--- config.mk ---
export PLATFORM = sky130hd
export DESIGN_NAME = sreg_pipe_ctrl
export DESIGN_NICKNAME = d
export VERILOG_FILES = /design/src/rtl/sreg_pipe_pkg.sv /design/src/rtl/sreg_srl.sv /design/src/rtl/sreg_valid_track.sv /design/src/rtl/sreg_pipe_ctrl.sv
export SDC_FILE = /design/constraint.sdc
export NUM_CORES = 1
export LEC_CHECK = 0
export CORE_MARGIN = 2
export CORE_UTILIZATION = 40
export CTS_CLUSTER_DIAMETER = 40
export DETAILED_ROUTE_END_ITERATION = 6
export GPL_TIMING_DRIVEN = 0
export PLACE_DENSITY = 0.6
export SKIP_CTS_REPAIR_TIMING = 1
export SLEW_MARGIN = 20
export SYNTH_ARGS = -nofsm -noshare
export SYNTH_HDL_FRONTEND = slang
export SYNTH_SLANG_ARGS = --single-unit
export TNS_END_PERCENT = 30
--- constraint.sdc ---
create_clock -name clk -period 2.3 [get_ports clk]
set_clock_uncertainty 0.15 [all_clocks]
set_input_delay 0.23 -clock clk [delete_from_list [all_inputs] [get_ports clk]]
set_output_delay 0.23 -clock clk [all_outputs]
set_load 0.01 [all_outputs]
--- src/rtl/sreg_pipe_pkg.sv ---
// Shared types and helpers for the SRL-based flow-controlled delay pipe.
package sreg_pipe_pkg;

    // Controller state: RUN accepts new words, DRAIN only empties the pipe.
    typedef enum logic {
        RUN   = 1'b0,
        DRAIN = 1'b1
    } ctrl_state_e;

    // Width of a counter that must hold the values 0..depth inclusive.
    function automatic int occ_w(input int depth);
        return $clog2(depth + 1);
    endfunction

endpackage

--- src/rtl/sreg_srl.sv ---
// Static multi-bit shift register with clock enable and no reset.
// Written so that synthesis maps it onto LUT shift registers (SRLs);
// SRL_STYLE_VAL is forwarded as the srl_style hint, "reg" drops the hint.
module sreg_srl #(
    parameter int WIDTH         = 4,
    parameter int DEPTH         = 8,
    parameter     SRL_STYLE_VAL = "srl"
) (
    input  logic             clk_i,
    input  logic             ce_i,
    input  logic [WIDTH-1:0] d_i,
    output logic [WIDTH-1:0] q_o
);

    if (SRL_STYLE_VAL == "reg") begin : g_reg
        logic [WIDTH-1:0] sr_q [DEPTH];

        // Shift one stage per enabled clock; no reset so it can stay in LUTs.
        always_ff @(posedge clk_i) begin
            if (ce_i) begin
                sr_q[0] <= d_i;
                for (int i = 1; i < DEPTH; i++) begin
                    sr_q[i] <= sr_q[i-1];
                end
            end
        end

        assign q_o = sr_q[DEPTH-1];
    end else begin : g_srl
        (* srl_style = SRL_STYLE_VAL *) logic [WIDTH-1:0] sr_q [DEPTH];

        // Shift one stage per enabled clock; no reset so it can stay in LUTs.
        always_ff @(posedge clk_i) begin
            if (ce_i) begin
                sr_q[0] <= d_i;
                for (int i = 1; i < DEPTH; i++) begin
                    sr_q[i] <= sr_q[i-1];
                end
            end
        end

        assign q_o = sr_q[DEPTH-1];
    end

endmodule

--- src/rtl/sreg_valid_track.sv ---
// Per-stage valid bits (resettable, shifted in lockstep with the data SRL)
// and an occupancy counter of valid words currently in the pipe.
module sreg_valid_track
    import sreg_pipe_pkg::*;
#(
    parameter int DEPTH = 8
) (
    input  logic                       clk_i,
    input  logic                       rst_i,
    input  logic                       adv_i,
    input  logic                       acc_i,
    input  logic                       deq_i,
    output logic                       m_valid_o,
    output logic [occ_w(DEPTH)-1:0]    occ_o
);

    localparam int OW = occ_w(DEPTH);

    logic [DEPTH-1:0] vld_q;
    logic [DEPTH-1:0] vld_d;
    logic [OW-1:0]    occ_q;
    logic [OW-1:0]    occ_d;

    // Valid bits move with the data: a bubble enters whenever nothing is accepted.
    always_comb begin
        vld_d = vld_q;
        if (adv_i) begin
            vld_d = {vld_q[DEPTH-2:0], acc_i};
        end
    end

    // Occupancy: +1 on accept, -1 on delivery, unchanged when both happen.
    always_comb begin
        occ_d = occ_q;
        if (acc_i && !deq_i) begin
            occ_d = occ_q + OW'(1);
        end else if (!acc_i && deq_i) begin
            occ_d = occ_q - OW'(1);
        end
    end

    // State registers with synchronous reset.
    always_ff @(posedge clk_i) begin
        if (rst_i) begin
            vld_q <= '0;
            occ_q <= '0;
        end else begin
            vld_q <= vld_d;
            occ_q <= occ_d;
        end
    end

    // The pipe holds at most one word per stage, so the count cannot pass DEPTH.
    always_ff @(posedge clk_i) begin
        if (!rst_i) begin
            assert (occ_q <= OW'(DEPTH));
        end
    end

    assign m_valid_o = vld_q[DEPTH-1];
    assign occ_o     = occ_q;

endmodule

--- src/rtl/sreg_pipe_ctrl.sv ---
// Flow-controlled fixed-latency pipe built on a static SRL delay line.
//
// Handshake: a word moves on either side only in a cycle where both valid
// and ready are high at the rising edge. valid never depends on ready;
// s_ready depends combinationally on m_ready (s_ready = adv while in RUN).
// The whole pipe advances together when the output slot is empty or being
// taken (adv = !m_valid | m_ready); otherwise it freezes and m_data holds.
module sreg_pipe_ctrl
    import sreg_pipe_pkg::*;
#(
    parameter int WIDTH         = 4,
    parameter int DEPTH         = 8,      // must be >= 2
    parameter     SRL_STYLE_VAL = "srl"
) (
    input  logic                       clk,
    input  logic                       rst,
    input  logic                       s_valid,
    output logic                       s_ready,
    input  logic [WIDTH-1:0]           s_data,
    output logic                       m_valid,
    input  logic                       m_ready,
    output logic [WIDTH-1:0]           m_data,
    input  logic                       flush,
    output logic                       flush_done,
    output logic                       busy,
    output logic [occ_w(DEPTH)-1:0]    occupancy,
    output logic                       state_dbg
);

    ctrl_state_e state_q;
    logic        flush_done_q;
    logic        adv;
    logic        acc;
    logic        deq;

    assign adv     = !m_valid | m_ready;
    assign s_ready = adv & (state_q == RUN);
    assign acc     = s_valid & s_ready;
    assign deq     = m_valid & m_ready;

    // Data path: bubbles still shift s_data in; their slots are masked by vld.
    sreg_srl #(
        .WIDTH         (WIDTH),
        .DEPTH         (DEPTH),
        .SRL_STYLE_VAL (SRL_STYLE_VAL)
    ) u_srl (
        .clk_i (clk),
        .ce_i  (adv),
        .d_i   (s_data),
        .q_o   (m_data)
    );

    sreg_valid_track #(
        .DEPTH (DEPTH)
    ) u_track (
        .clk_i     (clk),
        .rst_i     (rst),
        .adv_i     (adv),
        .acc_i     (acc),
        .deq_i     (deq),
        .m_valid_o (m_valid),
        .occ_o     (occupancy)
    );

    // Drain controller: stop accepting on flush, return to RUN once empty.
    always_ff @(posedge clk) begin
        if (rst) begin
            state_q      <= RUN;
            flush_done_q <= 1'b0;
        end else begin
            flush_done_q <= 1'b0;
            case (state_q)
                RUN: begin
                    if (flush) begin
                        state_q <= DRAIN;
                    end
                end
                DRAIN: begin
                    if ((occupancy == '0) && !deq) begin
                        state_q      <= RUN;
                        flush_done_q <= 1'b1;
                    end
                end
                default: state_q <= RUN;
            endcase
        end
    end

    assign flush_done = flush_done_q;
    assign busy       = (occupancy != '0) || (state_q == DRAIN);
    assign state_dbg  = (state_q == DRAIN);

endmodule

==> results of run 1 <==
[how the worst max path moves through the flow]
stage	from	end	slack, ps	depth (start not counted)
2_1_floorplan	u_track.vld_q[7]	u_track.occ_o[3]	2	9
3_3_place_gp	m_ready	u_track.occ_o[3]	-440	10
3_5_place_dp	m_ready	u_track.occ_o[3]	-500	10
4_1_cts	m_ready	u_track.occ_o[3]	-190	10
5_1_grt	u_track.vld_q[7]	u_track.occ_o[3]	-90	9
6_report	u_track.vld_q[7]	u_track.occ_o[3]	-3	9
[layer usage]
metal,track usage,vias up,wire (microns)
met3,0.0550,5,110
met1,0.137,427,960
met5,0,-,0
li1,-,430,-
met2,0.169,19,1150
met4,0.0536,0,40
[sequential cells by signal, indices dropped and copies added (netlist names)]
| register | cells |
|---|---|
| u_track.occ_o | 4 |
| u_srl.g_srl.sr_q | 32 |
| state_dbg | 1 |
| flush_done | 1 |
| u_track.vld_q | 8 |
[final cells by class]
class	instances	area, sq um
Buffer	7	42.5
Clock buffer	6	72.6
Clock inverter	2	37.5
Fill cell	338	1850
Inverter	2	15.0
Multi-Input combinational cell	51	380
Sequential cell	46	1240
Tap cell	50	62.6
Timing Repair Buffer	24	235
[Yosys cell counts, drive strengths merged (2+ instances only)]
master  count  area, sq um
nor2       11         41.3
edfxtp     32          961
nand2      13         48.8
dfxtp      14          280
a21oi       9         48.8
buf         5         35.0
clkbuf      2         7.51
ha          3         37.5
nor2b       2         12.5
[stage by stage]
stage                     std cells  TNS [ps]   util  hold WS [ps]  setup WS, ps
final                           188     -3.40  0.530           220         -3.40
after global routing            188     -95.0  0.530           229         -85.9
after detailed placement        177      -633  0.480           255          -505
after CTS                       185      -189  0.508           270          -189
after global placement          177      -527  0.480           253          -442
after floorplan                 106         0      -           149          1.94
[logic make-up (layout without fill, tap and decap cells)]
logic type               after synthesis  count (layout)
AO/OA/AOI/OAI                         12              12
AND/OR/NAND/NOR                       31              31
flip-flops                            46              46
multiplexers                           2               2
buffers and inverters                  9              41
adder cells (fa/ha/maj)                4               4
XOR/XNOR                               2               2
[worst reg2reg max path, cell delays in order (launching register included)]
cell and delay (ps):
dfxtp_2 330, nor2b_4 120, nor3b_2 230, ha_2 280, inv_8 50, ha_4 270
a21oi_4 170, a211oi_2 90, a31oi_2 200, mux2_4 310
[power groups by stage]
stage	clock network [W]	logic (W)	registers, W
final	0.000582	0.000233	0.000966
after floorplan	0	0.0000975	0.000980
after detailed placement	0	0.000189	0.000981
after CTS	0.000599	0.000190	0.000963
after global placement	0	0.000182	0.000978
after global routing	0.000633	0.000250	0.000974
==> summary.md, run 1 <==
| Metric | Value |
|---|---|
| Outcome | `finished, violations left` |
| Failing checks | `setup timing` |
| Die area | `4560 sq um` |
| Combinational Power Share | `0.131` |
| R2R setup slack | `-3 ps` |
| Post-synthesis sequential area ratio | `0.768` |
| Clk network pwr share | `0.327` |
| Initial Util | `0.410` |
| # setup viols final | `1` |
| Synth Area in Compound Gates | `0.0473` |
| CTS tree | `yes` |
| Max VDD drop | `471 uV` |
| Vias in the first global route | `789` |
| Worst Path Max Fanout | `4` |
| Worst reg2reg path endpoint | `u_track.occ_o[3]` |
| P_leak | `0.759 nW` |
| Final Max Tran Viols | `0` |
| Worst reg2reg startpoint | `u_track.vld_q[7]` |
| NetSw | `0.000390 W` |
| Max-cap viol count | `0` |
| Type of the worst min-delay path | `in -> reg` |
| Area growth syn-to-layout | `29.3%` |
| CP Cell Sequence | `nor2b_4, nor3b_2, ha_2, inv_8, ha_4, a21oi_4, a211oi_2, a31oi_2, mux2_4` |
| Commonest non-fill, non-tap cell in the layout | `edfxtp_1` |
| Hold path depth | `3` |
| Total CTS buffers | `5` |
| Antenna cells | `0` |
| Setup ws final | `-3.40 ps` |
| DRT Wirelength | `2260 microns` |
| Largest net degree at the start of global routing | `39` |
| Highest-delay cell along the critical path | `dfxtp_2` |
| Clk root buf | `clkbuf_8` |
| Die height | `67.5 microns` |
| Hold Path Origin | `m_ready` |
| DRT iter0 DRCs | `66` |
| Syn Area/Cell | `15.2 sq um` |
| Die Width | `67.5 microns` |
| CORE AREA | `3940 sq um` |
| Pwr dens | `853 nW/um^2` |
| Vias per std cell | `4.69` |
| CP Class | `reg -> reg` |
| Fraction of layout cells with a size suffix above 1 | `0.203` |
| Pint | `0.00139 W` |
| Largest family of logic cells by synthesized area | `simple AND/OR/NAND/NOR gates` |
| Post-DP HPWL | `1380 microns` |
| CP top delay family | `adder cells` |
| Netlist cell types | `26` |
| Synth Flop Type | `edfxtp_1` |
| Core Rows | `23` |
| Gp weighted congestion | `0.718` |
| Post-DRT Antenna Nets | `0` |
| Crit. End Element | `flip-flop` |
| Switching part of the total | `0.219` |
| Synthesized-area fraction occupied by and/or/nand/nor cells | `0.0852` |
| Slew headroom | `0.521` |
| CTS sink count | `46` |
| Post-Synthesis Cell Area | `1620 sq um` |
| DRC violations left | `0` |
| Vias | `881` |
| Cells on worst reg2reg path | `9` |
| First-pass GRT wire length | `3630 microns` |
| # IOs | `22` |
| Final worst-path cycle share | `1.00` |
| RSZ-0062 raised after global routing | `true` |
| Cells after Synth | `106` |
| Flops & latches, synth | `46` |
| Routed len/inst | `12.0 microns` |
| H-tree depth | `2` |
| Syn. warnings | `0` |
| GR Util All Layers | `0.113` |
| Worst-path clk slew | `80 ps` |
| DR pass1 iterations | `4` |
| Crit path DAT | `2340 ps` |
| Min Clock Period, post-route | `2300 ps` |
| Synth Net Count | `119` |
| Clock Latency Late Sink | `290 ps` |
| Most frequent cells in the layout | `edfxtp_1 (32), clkdlybuf4s50_1 (20), nand2_1 (13), dfxtp_1 (13), nor2_1 (11)` |
| Post-synthesis async set-or-reset flop share | `0` |
| Initial antenna violation count | `0` |
| Required time of the critical path | `2340 ps` |
| Grt ovf | `0` |
| Clock buffer depth | `2` |
| Crit path launch type | `flip-flop` |
| # port buffers | `21` |
| Largest stage delay on the critical path | `330 ps` |
| Xor/xnor cell area share of the yosys netlist | `0.0108` |
| Hold Path End | `state_dbg` |
| Number of synthesized flops with an enable pin | `32` |
| # nets final | `150` |
| Final Instance Area | `2090 sq um` |
| Reg power frac | `0.542` |
| Total power | `0.00178 W` |
| Worst path bufs/invs | `1` |
| Post-synthesis adder-cell area fraction | `0.0356` |
| Worst slew pin tran | `718 ps` |
| Placed cell areas | `1890 sq um` |
| Highest clock rate | `0.434 GHz` |
| Mux cell area share after synthesis | `0.0132` |
| Final hold violations | `0` |
Note: power is estimated with default switching activity, not from simulation.
==> run 2: changes to the inputs <==
--- a/config.mk
+++ b/config.mk
@@ -7,6 +7,7 @@
 export LEC_CHECK = 0
 export CORE_MARGIN = 2
 export CORE_UTILIZATION = 40
+export CTS_BUF_LIST = sky130_fd_sc_hd__clkbuf_16
 export CTS_CLUSTER_DIAMETER = 40
 export DETAILED_ROUTE_END_ITERATION = 6
 export GPL_TIMING_DRIVEN = 0
==> summary.md, run 2 (synthesized netlist as in run 1, its figures left out) <==
| Metric | Value |
|---|---|
| H-tree depth | `2 (unchanged)` |
| Final Instance Area | `2140 sq um (+2.7%)` |
| CTS sink count | `46 (unchanged)` |
| Type of the worst min-delay path | `in -> reg` |
| Met1 Use GR | `0.139 (+0.00205)` |
| Die area | `4560 sq um (unchanged)` |
| Worst Setup Slack post-DPL | `-505 ps (unchanged)` |
| Final hold violations | `0 (unchanged)` |
| Combinational Power Share | `0.117 (-0.014)` |
| Required time of the critical path | `2320 ps (-20 ps)` |
| NetSw | `0.000411 W (+5.5%)` |
| GR Util All Layers | `0.114 (+0.00139)` |
| Grt ovf | `0 (unchanged)` |
| Total CTS buffers | `5 (unchanged)` |
| Antenna cells | `0 (unchanged)` |
| Outcome | `finished, final reports clean` |
| Most frequent cells in the layout | `edfxtp_1 (32), clkdlybuf4s50_1 (20), nand2_1 (13), dfxtp_1 (13), nor2_1 (11)` |
| Reg power frac | `0.487 (-0.055)` |
| Fill count | `327 (-3.3%)` |
| CP Class | `reg -> reg` |
| Clk root buf | `clkbuf_16` |
| # IOs | `22 (unchanged)` |
| Vias in the first global route | `800 (+1.4%)` |
| # port buffers | `21 (unchanged)` |
| Post-DP HPWL | `1380 microns (unchanged)` |
| Switching part of the total | `0.207 (-0.0120)` |
| CTS tree | `yes` |
| Commonest non-fill, non-tap cell in the layout | `edfxtp_1` |
| Highest clock rate | `0.435 GHz (+0.18%)` |
| Routed len/inst | `12.0 microns (about the same)` |
| Largest net degree at the start of global routing | `39 (unchanged)` |
| Final worst-path cycle share | `1.00 (-0.00181)` |
| Die Width | `67.5 microns (unchanged)` |
| Hold path depth | `3 (unchanged)` |
| Fraction of layout cells with a size suffix above 1 | `0.203 (unchanged)` |
| Vias | `865 (-1.8%)` |
| DRC violations left | `0 (unchanged)` |
| Post-DRT Antenna Nets | `0 (unchanged)` |
| Met2 Resource Use GR | `0.172 (+0.00245)` |
| Pwr dens | `927 nW/um^2 (+8.7%)` |
| Grt peak-use layer | `met2` |
| Initial Util | `0.410 (unchanged)` |
| Min Clock Period, post-route | `2300 ps (-4.15 ps)` |
| Pint | `0.00158 W (+13%)` |
| DRT Wirelength | `2260 microns (about the same)` |
| Clock buffer depth | `2 (unchanged)` |
| Crit path launch type | `flip-flop` |
| Worst-path clk slew | `60 ps (-20 ps)` |
| Total power | `0.00199 W (+12%)` |
| First-pass GRT wire length | `3670 microns (+1.1%)` |
| CORE AREA | `3940 sq um (unchanged)` |
| Global Route met3 Usage | `0.0650 (+0.0100)` |
| Clk network pwr share | `0.396 (+0.069)` |
| Die height | `67.5 microns (unchanged)` |
| DRT iter0 DRCs | `53 (-20%)` |
| Cells on worst reg2reg path | `9 (unchanged)` |
| Largest register by flop count | `u_srl.g_srl.sr_q` |
| Max VDD drop | `474 uV (+0.54%)` |
| DR pass1 iterations | `4 (unchanged)` |
| Initial antenna violation count | `0 (unchanged)` |
| Core Rows | `23 (unchanged)` |
| Final Max Tran Viols | `0 (unchanged)` |
| Worst Path Max Fanout | `4 (unchanged)` |
| Area growth syn-to-layout | `32.8%` |
| Slew headroom | `0.522 (+0.00147)` |
| Clock Latency Late Sink | `280 ps (about the same)` |
| Placed cell areas | `1890 sq um (unchanged)` |
| Crit. End Element | `flip-flop` |
| Largest register FFs | `32 (unchanged)` |
| Setup ws final | `0.748 ps (+4.15 ps)` |
| # setup viols final | `0 (-1)` |
| # nets final | `150 (unchanged)` |
| Gp weighted congestion | `0.718 (unchanged)` |
| Max-cap viol count | `0 (unchanged)` |
| Crit path DAT | `2320 ps (-20 ps)` |
| P_leak | `0.789 nW (+3.9%)` |
| Vias per std cell | `4.60 (-1.8%)` |
| Worst slew pin tran | `716 ps (-2.20 ps)` |
| RSZ-0062 raised after global routing | `true` |
-- run 2: layout make-up --
class                   instances  area [sq um]  area share
clock inverters                 3          41.3      0.0193
flip-flops and latches         46          1240       0.579
clock buffers                   5           125      0.0583
multi-input cells              51           380       0.177
well taps                      50          62.6      0.0292
plain buffers                   7          42.5      0.0198
repair buffers                 24           235       0.110
inverters                       2          15.0     0.00700
-- run 2: worst paths after layout --
check | end | slack [ps] | start
max | u_track.occ_o[3] | 0.7 | u_track.vld_q[7]
min | state_dbg | 230 | m_ready
max reg2reg | u_track.occ_o[3] | 0.7 | u_track.vld_q[7]
min reg2reg | u_srl.g_srl.sr_q[1][6] | 270 | u_srl.g_srl.sr_q[1][2]
-- run 2: metrics by stage --
stage	setup TNS (ps)	cells	util	hold WS [ps]
after global placement	-527	177	0.480	253
after detailed placement	-633	177	0.480	255
after global routing	-104	188	0.544	248
after CTS	-206	185	0.522	266
after floorplan	0	106	-	149
final	0	188	0.544	233
-- run 2: worst max-delay path, stage by stage, from the launching register on --
cell      delay [ps]
dfxtp_2          320
nor2b_4          120
nor3b_2          230
ha_2             280
inv_8             50
ha_4             260
a21oi_4          160
a211oi_2          90
a31oi_2          200
mux2_4           320
-- run 2: routing by layer --
| metal | vias up | wire [microns] |
|---|---|---|
| li1 | 432 | - |
| met1 | 415 | 966 |
| met2 | 15 | 1160 |
| met3 | 3 | 106 |
| met4 | 0 | 31 |
| met5 | - | 0 |
-- run 2: power by group through the flow --
stage | Combinational, W | Sequential, W | Clock [W]
2_1_floorplan | 0.0000975 | 0.000980 | 0
3_3_place_gp | 0.000182 | 0.000978 | 0
4_1_cts | 0.000190 | 0.000964 | 0.000816
6_report | 0.000232 | 0.000967 | 0.000788
5_1_grt | 0.000249 | 0.000974 | 0.000846
3_5_place_dp | 0.000189 | 0.000981 | 0
==> run 3: changes to the inputs <==
--- a/config.mk
+++ b/config.mk
@@ -6,12 +6,12 @@
 export NUM_CORES = 1
 export LEC_CHECK = 0
 export CORE_MARGIN = 2
-export CORE_UTILIZATION = 40
+export CORE_UTILIZATION = 47
 export CTS_BUF_LIST = sky130_fd_sc_hd__clkbuf_16
 export CTS_CLUSTER_DIAMETER = 40
 export DETAILED_ROUTE_END_ITERATION = 6
 export GPL_TIMING_DRIVEN = 0
-export PLACE_DENSITY = 0.6
+export PLACE_DENSITY = 0.69
 export SKIP_CTS_REPAIR_TIMING = 1
 export SLEW_MARGIN = 20
 export SYNTH_ARGS = -nofsm -noshare
==> constraint.sdc (replaced) <==
create_clock -name clk -period 2.3 [get_ports clk]
set_clock_uncertainty 0.15 [all_clocks]
set_input_delay 0.575 -clock clk [delete_from_list [all_inputs] [get_ports clk]]
set_output_delay 0.575 -clock clk [all_outputs]
set_load 0.01 [all_outputs]
==> summary.md, run 3 (synthesized netlist as in run 1, its figures left out) <==
| Metric | Value |
|---|---|
| Grt peak-use layer | `met2` |
| First-pass GRT wire length | `3480 microns (-5.3%)` |
| Initial antenna violation count | `0 (unchanged)` |
| Setup TNS | `0 ps (unchanged)` |
| Largest register FFs | `32 (unchanged)` |
| CP Launch Point | `u_track.vld_q[7]` |
| Initial Util | `0.488 (+0.0782)` |
| # port buffers | `21 (unchanged)` |
| Fraction of layout cells with a size suffix above 1 | `0.176 (-0.0264)` |
| GR Util All Layers | `0.119 (+0.00403)` |
| Core Rows | `21 (-8.7%)` |
| Die height | `62.6 microns (-7.3%)` |
| Clock Latency Late Sink | `280 ps (about the same)` |
| Antenna cells | `0 (unchanged)` |
| Routed len/inst | `11.7 microns (-2.3%)` |
| Commonest non-fill, non-tap cell in the layout | `edfxtp_1` |
| CORE AREA | `3310 sq um (-16%)` |
| Final hold violations | `0 (unchanged)` |
| CP Cell Sequence | `nor2b_4, nor3b_4, ha_4, inv_8, ha_4, a21oi_4, a211oi_2, a31oi_1, mux2_1` |
| CTS sink count | `46 (unchanged)` |
| Highest clock rate | `0.456 GHz (+4.9%)` |
| Placed cell areas | `1910 sq um (+0.86%)` |
| Met1 Use GR | `0.142 (+0.00306)` |
| Most numerous cell on the critical path | `ha_4` |
| Post-DRT Antenna Nets | `0 (unchanged)` |
| Max VDD drop | `570 uV (+20%)` |
| Required time of the critical path | `2310 ps (about the same)` |
| Fin cells | `182 (-3.2%)` |
| Post-Route Utilization | `0.636 (+0.0925)` |
| Global Route met3 Usage | `0.0450 (-0.0200)` |
| Grt ovf | `0 (unchanged)` |
| DRC violations left | `0 (unchanged)` |
| Largest register by flop count | `u_srl.g_srl.sr_q` |
| DR pass1 iterations | `4 (unchanged)` |
| Clk root buf | `clkbuf_16` |
| Worst-path clk slew | `60 ps (about the same)` |
| Vias in the first global route | `819 (+2.4%)` |
| H-tree depth | `2 (unchanged)` |
| # setup viols final | `0 (unchanged)` |
| Crit. End Element | `flip-flop` |
| Total CTS buffers | `5 (unchanged)` |
| Worst Path Max Fanout | `4 (unchanged)` |
| Max-cap viol count | `0 (unchanged)` |
| Clock buffer depth | `2 (unchanged)` |
| Area growth syn-to-layout | `30.4%` |
| DRT Wirelength | `2140 microns (-5.4%)` |
| Final Max Tran Viols | `0 (unchanged)` |
| Worst reg2reg startpoint | `u_track.vld_q[7]` |
| Post-DP HPWL | `1390 microns (+0.63%)` |
| Most frequent cells in the layout | `edfxtp_1 (32), clkdlybuf4s50_1 (17), dfxtp_1 (14)` |
| Highest-delay cell along the critical path | `dfxtp_1` |
| Largest stage delay on the critical path | `330 ps (about the same)` |
| Slew headroom | `0.526 (+0.00348)` |
| CP Class | `reg -> reg` |
| CTS tree | `yes` |
| # IOs | `22 (unchanged)` |
| Crit path DAT | `2200 ps (-120 ps)` |
| Final worst-path cycle share | `0.953 (-0.0465)` |
| Type of the worst min-delay path | `reg -> reg` |
| Worst slew pin tran | `710 ps (-5.22 ps)` |
| Hold Path Origin | `u_srl.g_srl.sr_q[2][1]` |
| Worst path bufs/invs | `1 (unchanged)` |
| # nets final | `148 (-1.3%)` |
| Outcome | `finished, final reports clean` |
| Crit path launch type | `flip-flop` |
| Min Clock Period, post-route | `2190 ps (-107 ps)` |
| CP top delay family | `adder cells` |
| Dpl cells | `173 (-2.3%)` |
| Vias | `860 (-0.58%)` |
| Final Instance Area | `2110 sq um (-1.8%)` |
| Vias per std cell | `4.73 (+2.7%)` |
| Met2 Resource Use GR | `0.177 (+0.00585)` |
| Die area | `3920 sq um (-14%)` |
| DRT iter0 DRCs | `77 (+45%)` |
| Largest net degree at the start of global routing | `39 (unchanged)` |
| P_leak | `0.789 nW (about the same)` |
| Pwr dens | `881 nW/um^2 (-5.0%)` |
| Die Width | `62.6 microns (-7.3%)` |
| Gp weighted congestion | `0.717 (-0.24%)` |
==> run 3: power by group <==
part	internal (W)	switching, W	leakage [nW]
logic	0.000130	0.0000888	0.260
clock network	0.000398	0.000271	0.0750
registers	0.000933	0.0000364	0.453
==> run 3: final cells by class <==
type	count	area (sq um)
buffer	7	48.8
fill	262	1200
tap	46	57.6
inverter	2	15.0
sequential	46	1240
clock buffer	5	125
multi-input combinational	51	382
clock inverter	3	17.5
timing repair buffer	22	220
==> run 3: final timing paths <==
path	end	slack (ps)	depth (start not counted)
worst min register to register	u_srl.g_srl.sr_q[2][5]	270	0
worst min-delay path	u_srl.g_srl.sr_q[2][5]	270	0
worst max register to register	u_track.occ_o[3]	110	9
worst max-delay path	u_track.occ_o[3]	110	9
==> run 3: metrics by stage <==
stage	worst slack, ps	total power (W)	hold slack, ps
after global placement	-660	0.00117	253
after global routing	-5.56	0.00194	273
after CTS	-409	0.00185	268
final	108	0.00186	267
after detailed placement	-688	0.00118	256
after floorplan	-0.00955	0.00109	250
==> run 3: layer usage <==
layer	vias to the layer above	wire [microns]
met5	-	0
met4	0	43
met3	4	71
met2	15	1060
met1	409	967
li1	432	-
